`src/rtl/bnn_uart_tx_if.sv`:
```
// Producer-side byte handshake into the UART transmit FIFO.
interface bnn_uart_tx_if #(
  parameter int DATA_BITS = 8
) ();
  logic [DATA_BITS-1:0] tx_data;
  logic                 tx_valid;
  logic                 tx_ready;

  modport master (output tx_data, output tx_valid, input tx_ready);
  modport slave  (input tx_data, input tx_valid, output tx_ready);
endinterface

```
`src/rtl/bnn_uart_tx.sv`:
```
// 8N1 UART transmitter for BNN results: small FIFO, bit pacing from an external
// baud clock, and host RTS flow control checked only between frames.
module bnn_uart_tx #(
  parameter int DATA_BITS   = 8,
  parameter int FIFO_DEPTH  = 4,
  parameter int SYNC_STAGES = 2
) (
  input  logic                          clk,
  input  logic                          rst_n,
  input  logic                          baud_clk,
  input  logic                          UART_RTS,
  bnn_uart_tx_if.slave                  tx,
  output logic                          UART_Tx,
  output logic                          busy,
  output logic [$clog2(FIFO_DEPTH):0]   fifo_count
);
  localparam int AW = $clog2(FIFO_DEPTH);
  localparam int CW = $clog2(DATA_BITS + 1);

  typedef enum logic [1:0] {IDLE, START, DATA, STOP} state_t;

  logic [SYNC_STAGES-1:0] baud_sync_reg;
  logic [SYNC_STAGES-1:0] rts_sync_reg;
  logic                   baud_hist_reg;
  logic                   tick;
  logic                   rts_s;

  logic [DATA_BITS-1:0]   mem [FIFO_DEPTH];
  logic [AW-1:0]          wr_ptr_reg;
  logic [AW-1:0]          rd_ptr_reg;
  logic [AW:0]            count_reg;
  logic                   push;
  logic                   pop;
  logic                   start_ok;

  state_t                 state_reg;
  logic [DATA_BITS-1:0]   shift_reg;
  logic [CW-1:0]          bit_cnt_reg;
  logic                   tx_line_reg;

  // Both asynchronous inputs are resynchronised; the extra history flop turns
  // the synchronised baud clock into a single-cycle bit tick.
  always_ff @(posedge clk or posedge rst_n) begin
    if (rst_n) begin
      baud_sync_reg <= '0;
      rts_sync_reg  <= '0;
      baud_hist_reg <= 1'b0;
    end else begin
      baud_sync_reg <= {baud_sync_reg[SYNC_STAGES-2:0], baud_clk};
      rts_sync_reg  <= {rts_sync_reg[SYNC_STAGES-2:0], UART_RTS};
      baud_hist_reg <= baud_sync_reg[SYNC_STAGES-1];
    end
  end

  assign tick  = baud_sync_reg[SYNC_STAGES-1] & ~baud_hist_reg;
  assign rts_s = rts_sync_reg[SYNC_STAGES-1];

  assign tx.tx_ready = (count_reg != (AW+1)'(FIFO_DEPTH));
  assign push        = tx.tx_valid && tx.tx_ready;
  assign start_ok    = (count_reg != '0) && rts_s;
  assign pop         = tick && start_ok && ((state_reg == IDLE) || (state_reg == STOP));

  always_ff @(posedge clk) begin
    if (push) begin
      mem[wr_ptr_reg] <= tx.tx_data;
    end
  end

  // Pointers wrap naturally because the depth is a power of two.
  always_ff @(posedge clk or posedge rst_n) begin
    if (rst_n) begin
      wr_ptr_reg <= '0;
      rd_ptr_reg <= '0;
      count_reg  <= '0;
    end else begin
      if (push) begin
        wr_ptr_reg <= wr_ptr_reg + 1'b1;
      end
      if (pop) begin
        rd_ptr_reg <= rd_ptr_reg + 1'b1;
      end
      case ({push, pop})
        2'b10:   count_reg <= count_reg + 1'b1;
        2'b01:   count_reg <= count_reg - 1'b1;
        default: count_reg <= count_reg;
      endcase
    end
  end

  // Every line transition happens on a tick; without ticks the FSM is frozen.
  always_ff @(posedge clk or posedge rst_n) begin
    if (rst_n) begin
      state_reg   <= IDLE;
      shift_reg   <= '0;
      bit_cnt_reg <= '0;
      tx_line_reg <= 1'b1;
    end else if (tick) begin
      case (state_reg)
        IDLE, STOP: begin
          if (pop) begin
            shift_reg   <= mem[rd_ptr_reg];
            tx_line_reg <= 1'b0;
            state_reg   <= START;
          end else begin
            tx_line_reg <= 1'b1;
            state_reg   <= IDLE;
          end
        end
        START: begin
          tx_line_reg <= shift_reg[0];
          shift_reg   <= shift_reg >> 1;
          bit_cnt_reg <= CW'(1);
          state_reg   <= DATA;
        end
        DATA: begin
          if (bit_cnt_reg < CW'(DATA_BITS)) begin
            tx_line_reg <= shift_reg[0];
            shift_reg   <= shift_reg >> 1;
            bit_cnt_reg <= bit_cnt_reg + 1'b1;
          end else begin
            tx_line_reg <= 1'b1;
            state_reg   <= STOP;
          end
        end
        default: begin
          tx_line_reg <= 1'b1;
          state_reg   <= IDLE;
        end
      endcase
    end
  end

  assign UART_Tx    = tx_line_reg;
  assign busy       = (state_reg != IDLE);
  assign fifo_count = count_reg;
endmodule
```
`src/flat_wrapper.sv`:
```
// flat-port wrapper written by rule: the top's interface ports become plain ports
module bnn_uart_tx_flat 
#(
  parameter int DATA_BITS   = 8,
  parameter int FIFO_DEPTH  = 4,
  parameter int SYNC_STAGES = 2
)
  (clk, rst_n, baud_clk, UART_RTS, UART_Tx, busy, fifo_count, tx_tx_data, tx_tx_valid, tx_tx_ready);
  bnn_uart_tx_if #(.DATA_BITS(DATA_BITS)) tx_i ();
  input  logic clk;
  input  logic rst_n;
  input  logic baud_clk;
  input  logic UART_RTS;
  output logic UART_Tx;
  output logic busy;
  output logic [$clog2(FIFO_DEPTH):0] fifo_count;
  input wire logic [$bits(tx_i.tx_data)-1:0] tx_tx_data;
  input wire logic [$bits(tx_i.tx_valid)-1:0] tx_tx_valid;
  output wire logic [$bits(tx_i.tx_ready)-1:0] tx_tx_ready;
  assign tx_i.tx_data = tx_tx_data;
  assign tx_i.tx_valid = tx_tx_valid;
  assign tx_tx_ready = tx_i.tx_ready;
  bnn_uart_tx #(.DATA_BITS(DATA_BITS), .FIFO_DEPTH(FIFO_DEPTH), .SYNC_STAGES(SYNC_STAGES)) u_core (.clk(clk), .rst_n(rst_n), .baud_clk(baud_clk), .UART_RTS(UART_RTS), .tx(tx_i), .UART_Tx(UART_Tx), .busy(busy), .fifo_count(fifo_count));
endmodule
```
`config.mk`:
```
export PLATFORM = sky130hd
export DESIGN_NAME = bnn_uart_tx_flat
export DESIGN_NICKNAME = d
export VERILOG_FILES = /design/src/rtl/bnn_uart_tx_if.sv /design/src/rtl/bnn_uart_tx.sv /design/src/flat_wrapper.sv
export SDC_FILE = /design/constraint.sdc
export NUM_CORES = 1
export LEC_CHECK = 0
export BUFFER_PORTS_ARGS = -buffer_cell sky130_fd_sc_hd__buf_2
export CAP_MARGIN = 20
export CORE_MARGIN = 2
export CORE_UTILIZATION = 35
export CTS_CLUSTER_SIZE = 24
export DETAILED_ROUTE_END_ITERATION = 12
export PLACE_DENSITY = 0.55
export SLEW_MARGIN = 30
export SYNTH_ARGS = -nofsm -noshare
export SYNTH_HDL_FRONTEND = slang
export SYNTH_SLANG_ARGS = --single-unit
```
`constraint.sdc`:
```
create_clock -name clk -period 2.9 [get_ports clk]
set_input_delay 0.58 -clock clk [delete_from_list [all_inputs] [get_ports clk]]
set_output_delay 0.58 -clock clk [all_outputs]
set_load 0.01 [all_outputs]
```
* Yosys cells after proc, flatten, opt, wreduce, memory -nomap -nowiden
Memories as Yosys holds them, arrays and structs flattened.
Index checks and enable logic that the tools add are counted.
Widths: inputs -> output; s select.
** Cells by class
- Add/subtract/negate cells :: 5
- Multipliers :: 0
- Divide/modulo/power cells :: 0
- Order comparisons :: 1
- Eq/ne operators :: 9
- Shift operators :: 0
- Mux-type cells :: 14
- Bitwise gates (word level) :: 2
- Reductions and logical operators :: 14
** Operator list (number)
- $pmux 8 s3 :: 1
- $mux 8 :: 2
- $pmux 4 s2 :: 1
- $eq 2x2->1 const B :: 3
- $pmux 2 s3 :: 1
- $pmux 3 s2 :: 1
- $reduce_and 3->1 :: 2
- $reduce_bool 2->1 :: 3
- $mux 1 :: 5
- $add 2x1->2 const B :: 2
- $add 4x1->4 const B :: 1
- $eq 2x1->1 const B :: 2
- $logic_and 1x1->1 :: 4
- $lt 4x4->1 const B :: 1
- $mux 4 :: 1
- $ne 2x1->1 const B :: 2
- $add 3x1->3 const B :: 1
- $ne 3x3->1 const B :: 1
- $pmux 1 s3 :: 1
- $reduce_bool 3->1 :: 1
- $sub 3x1->3 const B :: 1
- $logic_not 2->1 :: 1
- $mux 2 :: 1
- $ne 2x2->1 const B :: 1
- other kinds (5) :: 5
** Word-level totals
- Bits in registers :: 27
- Bits in latches :: 0
- Memory bits (writable) :: 32
- Bits in read-only memories :: 0
- Output and inout port bits :: 6
- Logic and storage cells :: 56
- Memories kept :: 1
** Memories
- u_core.mem :: depth 4, bits a word 8, read ports 1, clocked after Yosys merged registers in 0, wr ports 1, RTL line bnn_uart_tx.sv:28 : logic [DATA_BITS-1:0] mem [FIFO_DEPTH];

* Depth between registers and ports, before layout
Gate-level depths: netlist (run 1).
- Depth in word-level cells :: 6
- Mapped depth :: 9
- Mapped depth without buffers :: 9

* Least setup slack after synthesis (run 1)
Ideal clock, no wire load.
- Path kind :: register to register
- From :: register u_core.state_reg[0]
- To :: register u_core.count_reg[1] (netlist: u_core.fifo_count[1])
- Setup time :: 0.125 ns
- Arrival :: 2.021 ns
- Data required time :: 2.775 ns
- Setup slack :: 0.754 ns
- Stages on the path, launching flop included :: 8
- Clock period less this slack :: 2.146 ns
- Path through :: dfrtp_1 > inv_1 > ha_1 > buf_2 > nor3_2 > ha_1 > fa_1 > mux2_2
** Between the ends
- Longest elaborated chain between the ends :: 5
** RTL lines
- start, declared :: RTL line bnn_uart_tx.sv:36 : state_t state_reg;
- start signal, assigned :: RTL line bnn_uart_tx.sv:93 : state_reg <= IDLE;
- start signal, assigned :: RTL line bnn_uart_tx.sv:103 : state_reg <= START;
- start signal, assigned :: RTL line bnn_uart_tx.sv:106 : state_reg <= IDLE;
- $eq 2x2->1 / $logic_not 2->1 (equally long branches) :: RTL line bnn_uart_tx.sv:61 : assign pop = tick && start_ok && ((state_reg == IDLE) || (state_reg == STOP));
- $logic_or 1x1->1 * :: RTL line bnn_uart_tx.sv:61
- $logic_and 1x1->1 * :: RTL line bnn_uart_tx.sv:61
- named net u_core.pop :: RTL line bnn_uart_tx.sv:33 : logic pop;
- $eq 2x1->1 / $eq 2x2->1 (equally long branches) :: RTL line bnn_uart_tx.sv:82 : case ({push, pop})
- $pmux 3 s2 / $reduce_bool 2->1 (equally long branches)
- end signal, assigned :: RTL line bnn_uart_tx.sv:83 : 2'b10: count_reg <= count_reg + 1'b1;
- end signal, assigned :: RTL line bnn_uart_tx.sv:84 : 2'b01: count_reg <= count_reg - 1'b1;
- end signal, assigned :: RTL line bnn_uart_tx.sv:85 : default: count_reg <= count_reg;
- end, declared :: RTL line bnn_uart_tx.sv:31 : logic [AW:0] count_reg;
The timed path passes the listed nets; every way through them passes the cells marked *.
A chain may end at the register's enable or synchronous reset.

* Worst setup path in the final report (run 1)
Same ends and word-level chain as after synthesis.

==> impl_results.md, run 1 <==
* Status: completed
* Number of global-route vias before repair at between 1k and 1.5k
* Iter 0 DRT Violations at between 60 and 70
* CTS HTree Levels at 3
* Share of post-route cells with drive strength above 1 at ~28%
* Max FFs per register at 32
* HPWL after detailed placement at around 3.1 mm
* WL/cell at 14.3 um
* Area share of the largest cell type after synthesis at a little under two fifths
* Worst Hold Class: input pin to async pin
* Num rows at 31
* Final setup vio count at 0
* Data required, critical path at between 3000 and 4000 ps
* Cell Pwr Density at slightly above 1000 nW/um^2
* Yosys top cell by area: edfxtp_1
* R2R depth at 6
* CORE AREA at between 7000 and 8000 um^2
* I/O pin cnt at 19
* Final Slew Violations at 0
* Worst Skew at ~6.1 ps
* Worst VDD drop at slightly below 0.4 mV
* Die height at 89.7 um
* Synth Warn # at 0
* Slew HR at roughly 58%
* Skew-Pair Late Insertion Delay at roughly 320 ps
* Capture point of the worst reg-to-reg path: u_core.fifo_count[1]$_DFFE_PP0P_
* Area occupied by multi-input gates at between 800 and 900 um^2
* DRC viols at 0
* Worst slew pin tran at 636 ps
* Final setup TNS at 0 ps
* Placer Congestion at 0.806
* Max Cap Viol at 0
* CTS Buffer Depth at 2
* Async SR Flop Fraction at a little under half
* First-pass GRT wire length at roughly 7.3 mm
* Diode count at 0
* Die width at ~90 um
* Final min period at around 2300 ps
* PortBufs at 18
* GR Overflow Total at 0
* Via Count at ~1.5k
* Post-CTS setup repair buffer count at 0
* Fin nets at around 230
* Gr usage total at about 13%
* Syn Inst Count at 183
* Worst-path clk slew at around 60 ps
* Clock sinks at between 50 and 60
* CP max FO at 11
* Setup CP Type: flip-flop to flip-flop
* DIE AREA at 8040 um^2
* Starting Density at between 30% and 40%
* FF-to-FF setup slack at around 640 ps
* Antenna-violating nets left at 0
* Max Fclk at between 0.4 and 0.5 GHz
* DR pass1 iterations at 4
* Fin. Hold Viols at 0
* Yosys cell types at 39
* CTS buffer count at 9
* Critical path launch point: u_core.state_reg[0]$_DFFE_PP0P_
* Register Area at between 1500 and 2000 um^2
* Routed WL at about 4.5 mm
* Post-synth top flop: edfxtp_1
* Hold_ws at 301 ps
* CTS root buf: clkbuf_8
* CTS tree: done
* Cts hold-fix bufs at 0
* Post-synth EDFFs at 32
* Initial antenna violation count at 0
* Mapped Avg Cell Area at 14.0 um^2
* Worst r2r src: u_core.state_reg[0]$_DFFE_PP0P_
* Post-CTS sizing at 0
* Leakage at 1.20 nW
* Startpoint types: flip-flop
* Synth top area cells: edfxtp_1 (37%), dfrtp_1 (25%), mux2_2 (7.9%)
* Vias per cell at ~4.7
* CP endpoint kind: flip-flop
* Flip-flop and latch count after synthesis at 59
* Post-Syn Nets at around 210
* Fillers at 685
* Maximum number of pins on one net before global-route repair at 28
* Crit path DAT at approximately 2500 ps
* Final period util at 77.9%
* Seq/Total Area, Yosys at between 60% and 70%
* RSZ-0062 raised after global routing: false
* Syn-to-layout area delta at 15.7%
* Mapped cell area at approximately 2600 um^2
==> cell type report <==
class                           instances  area share [%]
Tap cell                               99            4.17
Clock inverter                          2            1.18
Timing Repair Buffer                   20            3.54
Clock buffer                           14            5.81
Inverter                               14            1.77
Sequential cell                        59            55.1
Multi-Input combinational cell        104            28.4
==> worst max-delay path: stages (launching register included) <==
cell and delay [ps]:
dfrtp_1 370, inv_1 70, ha_1 430, nor3_2 350, ha_1 250, fa_1 410
mux2_2 260
==> synth_stat cells, types with 2 or more instances <==
cell,count
inv_1,14
dfrtp_1,26
o22ai_1,4
edfxtp_1,32
and3_1,5
nand2b_1,2
ha_1,9
nor2_1,6
mux2i_1,3
o221ai_1,3
nand2_1,6
buf_2,3
o22a_1,2
a211o_1,3
a21oi_1,10
nor3_2,2
o21ai_0,6
nand3_1,2
xor2_1,2
mux2_2,18
clkbuf_1,2
xnor2_1,4
nor2b_1,3
==> how the worst max path moves through the flow <==
stage                                  endpoint  slack (ps)
3_5_place_dp   u_core.fifo_count[1]$_DFFE_PP0P_         630
6_report       u_core.fifo_count[1]$_DFFE_PP0P_         640
5_1_grt        u_core.fifo_count[1]$_DFFE_PP0P_         470
4_1_cts        u_core.fifo_count[1]$_DFFE_PP0P_         620
2_1_floorplan  u_core.fifo_count[1]$_DFFE_PP0P_         750
3_3_place_gp   u_core.fifo_count[1]$_DFFE_PP0P_         680
==> logic make-up (layout without fill, tap and decap cells) <==
kind of cell               Yosys count  after routing  share of synthesized area (%)
DFF                                 59             59                           63.8
and+or+nand+nor                     34             34                           7.51
AOI/OAI and AO/OA                   32             32                           8.19
muxes                               22             22                           9.94
buffers and inverters               20             50                           3.36
adders and majority gates           10             10                           5.17
xor gates and xnor gates             6              6                           2.05
==> per-layer routing <==
metal | global-route usage [%] | share of wire [%]
met1 | 17.2 | 49
met2 | 18.6 | 46
met3 | 3.02 | 2.5
met4 | 7.33 | 2.4
met5 | 0 | 0
==> per-stage QoR <==
step	instance area, um^2	setup slack [ps]	total power [mW]	utilization, %	std cells
detailed placement	2760	627	2.32	38.5	296
CTS	2970	618	3.10	41.4	312
global route	2970	469	3.27	41.4	312
floorplan	2570	754	2.05	-	183
global placement	2760	677	2.30	38.5	296
finish	2970	641	3.05	41.4	312
==> layout by cell type, fill, tap and decap left out, drive strengths merged, types with 4 or more instances in the layout <==
cell type  netlist  routed
dfrtp           26      26
o21ai            7       7
buf              4      20
a21oi           10      10
o22ai            4       4
mux2            18      18
inv             14      14
nor2             6       6
nand2            6       6
and3             5       5
xnor2            4       4
clkbuf           2      14
ha               9       9
edfxtp          32      32
==> power breakdown <==
group / leakage [nW] / internal (mW) / switching (mW)
logic: 0.479 / 0.455 / 0.517
clock network: 0.107 / 0.467 / 0.300
registers: 0.610 / 1.14 / 0.167
Power figures use the tool's default switching activity.
==> run 2, diff against run 1 <==
==> constraint.sdc (replaced) <==
create_clock -name clk -period 2.3 [get_ports clk]
set_input_delay 0.46 -clock clk [delete_from_list [all_inputs] [get_ports clk]]
set_output_delay 0.46 -clock clk [all_outputs]
set_load 0.01 [all_outputs]
==> run 2 against run 1 <==
  * Combinational power up 34%
  * Power increased by 27%
  * Via count fell by 0.41%
  * First-iteration DRC count shrank 26%
  * Clock skew is 3.2 ps higher
  * Sequential share of layout area fell by 0.28 points
  * Cell count is 0.64% higher
  * Clock power increased by 28%
  * Critical path type unchanged
  * Critical endpoint is now u_core.fifo_count[2]$_DFFE_PP0P_
  * Largest cell class unchanged
  * Highest routed layer unchanged
==> impl_results.md, run 2 (synthesis results as in run 1) <==
* Iter 0 DRT Violations at just over 50
* FF-to-FF setup slack at between 200 and 250 ps
* CTS tree: done
* Leakage at around 1.2 nW
* CTS buffer count at 9
* Worst VDD drop at 0.482 mV
* Fillers at 670
* Number of global-route vias before repair at 1,440
* Final setup vio count at 0
* DIE AREA at ~8000 um^2
* Via Count at 1,459
* Clock sinks at 59
* Fin nets at 233
* Worst r2r src: u_core.fifo_count[0]$_DFFE_PP0P_
* Cell Pwr Density at approximately 1300 nW/um^2
* Most frequent cells in the layout: edfxtp_1 (32), dfrtp_1 (26), mux2_2 (18), buf_2 (18), inv_1 (14)
* Area occupied by multi-input gates at between 800 and 900 um^2
* Starting Density at between 30% and 40%
* WL/cell at about 14 um
* First-pass GRT wire length at between 7 and 8 mm
* CORE AREA at between 7000 and 8000 um^2
* Setup CP Type: flip-flop to flip-flop
* DRC viols at 0
* Design Power at 3.88 mW
* Crit-path leading delay family: adder cells
* Max FFs per register at 32
* Data required, critical path at 2530 ps
* Placer Congestion at 0.809
* PnR worst setup slack at between 200 and 250 ps
* Startpoint types: flip-flop
* Die width at 89.7 um
* Maximum number of pins on one net before global-route repair at 28
* CTS root buf: clkbuf_8
* Worst slew pin tran at roughly 460 ps
* Diode count at 0
* R2R depth at 9
* Most used cell, CP: nor2_1
* RSZ-0062 raised after global routing: false
* DR pass1 iterations at 4
* Worst path buffer plus inverter count at 1
* Capture point of the worst reg-to-reg path: u_core.fifo_count[2]$_DFFE_PP0P_
* Slowest CP cell: dfrtp_1
* CTS Buffer Depth at 2
* CTS HTree Levels at 3
* Syn-to-layout area delta at 16.3%
* Pre-CTS WS at about 240 ps
* Final setup TNS at 0 ps
* Worst-path clk slew at around 80 ps
* Status: completed
* Die height at 89.7 um
* Most common cell after layout, fill and taps aside: edfxtp_1
* Final min period at around 2100 ps
* Routed WL at between 4 and 5 mm
* Max Cap Viol at 0
* Initial antenna violation count at 0
* Fin. Hold Viols at 0
* Antenna-violating nets left at 0
* Max Fclk at 0.480 GHz
* Num rows at 31
* Worst path cell trace: nor2_1 > nand2_1 > and2_1 > inv_1 > ha_1 > fa_1 > xnor2_1 > nor2_1 > xor2_1
* Cts hold-fix bufs at 0
* Share of post-route cells with drive strength above 1 at between 20% and 30%
* Register Area at approximately 1600 um^2
* Crit path DAT at 2310 ps
* CP endpoint kind: flip-flop
* Worst Hold Class: input pin to async pin
* Slew HR at 69.6%
* Gr usage total at approximately an eighth
* Skew-Pair Late Insertion Delay at about 340 ps
* Final Slew Violations at 0
* PortBufs at 18
* Vias per cell at between 4 and 5
* Worst Skew at a little over 9 ps
* GR Overflow Total at 0
* Slowest stage delay, CP at approximately 470 ps
* Final period util at between 90% and 100%
* Post-CTS sizing at 0
* HPWL after detailed placement at approximately 3.0 mm
* CP max FO at 6
* Post-CTS setup repair buffer count at 0
* I/O pin cnt at 19
run 2: changes by cell type in the layout (fill, tap and decap cells not counted), sizes merged:
cell      before  now
buf           20   22
clkbuf        14    9
clkinvlp       0    1
inv           14   18
run 2: worst max-delay path by stage:
stage | to | start | cells past startpoint | slack [ps]
after detailed placement | u_core.fifo_count[2]$_DFFE_PP0P_ | u_core.fifo_count[0]$_DFFE_PP0P_ | 9 | 240
after global routing | u_core.fifo_count[2]$_DFFE_PP0P_ | u_core.fifo_count[0]$_DFFE_PP0P_ | 9 | 10
after floorplan | u_core.fifo_count[1]$_DFFE_PP0P_ | u_core.state_reg[0]$_DFFE_PP0P_ | 7 | 150
after global placement | u_core.fifo_count[2]$_DFFE_PP0P_ | u_core.fifo_count[0]$_DFFE_PP0P_ | 9 | 250
after CTS | u_core.fifo_count[2]$_DFFE_PP0P_ | u_core.fifo_count[0]$_DFFE_PP0P_ | 9 | 210
final | u_core.fifo_count[2]$_DFFE_PP0P_ | u_core.fifo_count[0]$_DFFE_PP0P_ | 9 | 220
run 2: cell type report:
type / instances / area share [%]
Sequential cell: 59 / 54.9
Multi-Input combinational cell: 104 / 28.2
Clock buffer: 9 / 4.15
Tap cell: 99 / 4.15
Timing Repair Buffer: 22 / 4.02
Clock inverter: 7 / 2.81
Inverter: 14 / 1.76
run 2: layer usage:
metal  track usage (%)  routed length [um]  up-vias  part of all wire (%)
li1                  -                   -      722                     -
met2              17.5                2050       17                    46
met3              4.39                 112        5                   2.5
met1              17.3                2210      715                    50
met4              5.29                  70        0                   1.6
met5                 0                   0        -                     0
run 2: where the power goes:
part	switching, mW	leakage, nW	total [mW]	internal, mW
registers	0.162	0.610	1.60	1.44
clock network	0.463	0.103	0.983	0.520
logic	0.706	0.489	1.30	0.594
run 2: per-stage QoR:
| step | utilization, % | hold slack, ps | cell area, um^2 | instances |
|---|---|---|---|---|
| 2_1_floorplan | - | 331 | 2570 | 183 |
| 3_3_place_gp | 38.7 | 332 | 2780 | 298 |
| 3_5_place_dp | 38.7 | 336 | 2780 | 298 |
| 4_1_cts | 41.6 | 171 | 2990 | 314 |
| 5_1_grt | 41.6 | 188 | 2990 | 314 |
| 6_report | 41.6 | 171 | 2990 | 314 |
run 2: worst reg2reg max path, delay by kind of cell (launching register included):
family	cells	cell delay [ps]
xor gates and xnor gates	2	320
buffers and inverters	1	90
DFF	1	470
adders and majority gates	2	600
and+or+nand+nor	4	510
==> run 3, diff against run 2 <==
--- a/config.mk
+++ b/config.mk
@@ -11,7 +11,6 @@
 export CORE_UTILIZATION = 35
 export CTS_CLUSTER_SIZE = 24
 export DETAILED_ROUTE_END_ITERATION = 12
-export PLACE_DENSITY = 0.55
 export SLEW_MARGIN = 30
 export SYNTH_ARGS = -nofsm -noshare
 export SYNTH_HDL_FRONTEND = slang
==> constraint.sdc (replaced) <==
create_clock -name clk -period 2.5 [get_ports clk]
set_input_delay 0.5 -clock clk [delete_from_list [all_inputs] [get_ports clk]]
set_output_delay 0.5 -clock clk [all_outputs]
set_load 0.01 [all_outputs]
==> run 3 against run 2 <==
  * Final area increased by 1.0%
  * Sequential share of layout area decreased by 0.57 points
  * Cell count rose by 0.32%
  * Clock power is 4% higher
  * Routed wire length is 1.6% lower
  * Critical path type unchanged
  * Largest power group unchanged
==> impl_results.md, run 3 (synthesis results as in run 1) <==
* Status: completed
* DIE AREA at 8040 um^2
* Diode count at 0
* Gr usage total at 12.7%
* Starting Density at 35.8%
* Slew HR at slightly below 70%
* Post-CTS sizing at 0
* Cts hold-fix bufs at 0
* Worst Skew at around 7 ps
* Max Fclk at roughly 0.50 GHz
* Most common cell after layout, fill and taps aside: edfxtp_1
* Number of global-route vias before repair at roughly 1.5k
* CTS HTree Levels at 3
* HPWL after detailed placement at around 3 mm
* Startpoint types: flip-flop
* Worst Hold Class: input pin to async pin
* Num rows at 31
* Vias per cell at between 4 and 5
* Final min period at around 2000 ps
* Setup CP Type: flip-flop to flip-flop
* CP max FO at 3
* Iter 0 DRT Violations at 73
* PortBufs at 18
* Via Count at about 1.5k
* CORE AREA at roughly 7000 um^2
* CTS buffer count at 9
* Final period util at between 70% and 80%
* Design Power at ~3.7 mW
* Fin. Hold Viols at 0
* Slowest CP cell: fa_1
* Routed WL at around 4.4 mm
* Maximum number of pins on one net before global-route repair at 28
* CTS tree: done
* Skew-Pair Late Insertion Delay at between 300 and 400 ps
* Final setup TNS at 0 ps
* CTS root buf: clkbuf_8
* R2R depth at 6
* Cell Pwr Density at roughly 1200 nW/um^2
* Hold_ws at between 200 and 250 ps
* I/O pin cnt at 19
* Register Area at about 1600 um^2
* Worst VDD drop at 0.571 mV
* Most used cell, CP: ha_1
* Fin nets at approximately 230
* Placer Congestion at 0.713
* Data required, critical path at roughly 2700 ps
* Worst-path clk slew at 70 ps
* First-pass GRT wire length at 7.38 mm
* Die height at roughly 90 um
* Clock sinks at 59
* DR pass1 iterations at 4
* DRC viols at 0
* Syn-to-layout area delta at 17.5%
* Die width at 89.7 um
* CP endpoint kind: flip-flop
* RSZ-0062 raised after global routing: false
* Final setup vio count at 0
* Most frequent cells in the layout: edfxtp_1 (32), dfrtp_1 (26), mux2_2 (18), buf_2 (18), inv_1 (14)
* Max FFs per register at 32
* Worst slew pin tran at 456 ps
* Max Cap Viol at 0
* Initial antenna violation count at 0
* Worst path cell trace: inv_1 > ha_1 > nor3_2 > ha_1 > fa_1 > mux2_2
* CTS Buffer Depth at 2
* Share of post-route cells with drive strength above 1 at 28.7%
* Slowest stage delay, CP at 410 ps
* Leakage at about 1.2 nW
* GR Overflow Total at 0
* Final Slew Violations at 0
* WL/cell at around 14 um
* Crit path DAT at ~2200 ps
* Final design utilization at ~42%
* Post-CTS setup repair buffer count at 0
* Antenna-violating nets left at 0
* Fillers at ~670
* Area occupied by multi-input gates at 843 um^2
## run 3: cell count changes in the layout (fill, tap and decap cells not counted), sizes merged
cell / previous run / this run
buf: 22 / 23
bufinv: 1 / 3
clkbuf: 9 / 10
clkinv: 1 / 3
clkinvlp: 1 / 0
inv: 18 / 14
## run 3: power breakdown
part / total, mW / internal (mW) / switching [mW] / leakage, nW
registers: 1.48 / 1.33 / 0.158 / 0.610
clock network: 1.02 / 0.655 / 0.370 / 0.118
logic: 1.19 / 0.553 / 0.640 / 0.494
## run 3: stage by stage
stage	setup slack (ps)	cell area, um^2	std cells
after floorplan	354	2570	183
after global placement	492	2790	299
after detailed placement	494	2790	299
after CTS	478	3020	315
after global routing	304	3020	315
final	500	3020	315
## run 3: critical path, delay by kind of cell (launching register included)
family | cells | cell delay [ps]
fa+ha+maj | 3 | 960
flops | 1 | 370
mux | 1 | 260
simple gates | 1 | 220
buf+inv | 1 | 70
## run 3: area by class of cell
cell class / instances / share of cell area, %
clock buffers: 10 / 4.23
clock inverters: 6 / 3.44
inverters: 14 / 1.74
multi-input cells: 104 / 28.0
flip-flops and latches: 59 / 54.3
well taps: 99 / 4.11
repair buffers: 23 / 4.23
## run 3: worst paths after layout
check / startpoint / to / slack [ps]
min reg2reg: u_core.rts_sync_reg[0]$_DFF_PP0_ / u_core.rts_sync_reg[1]$_DFF_PP0_ / 350
min in group clk: baud_clk / u_core.baud_sync_reg[0]$_DFF_PP0_ / 270
max: u_core.state_reg[0]$_DFFE_PP0P_ / u_core.fifo_count[1]$_DFFE_PP0P_ / 500
min: rst_n / u_core.wr_ptr_reg[0]$_DFFE_PP0P_ / 210
max in group asynchronous: rst_n / u_core.UART_Tx$_DFFE_PP1P_ / 1980
max reg2reg: u_core.state_reg[0]$_DFFE_PP0P_ / u_core.fifo_count[1]$_DFFE_PP0P_ / 500
## run 3: layer usage
metal,vias to the layer above,part of all wire (%),track usage [%]
met1,716,47,15.7
met4,0,2.0,5.70
met5,-,0,0
met2,19,48,19.8
li1,719,-,-
met3,8,3.3,5.03
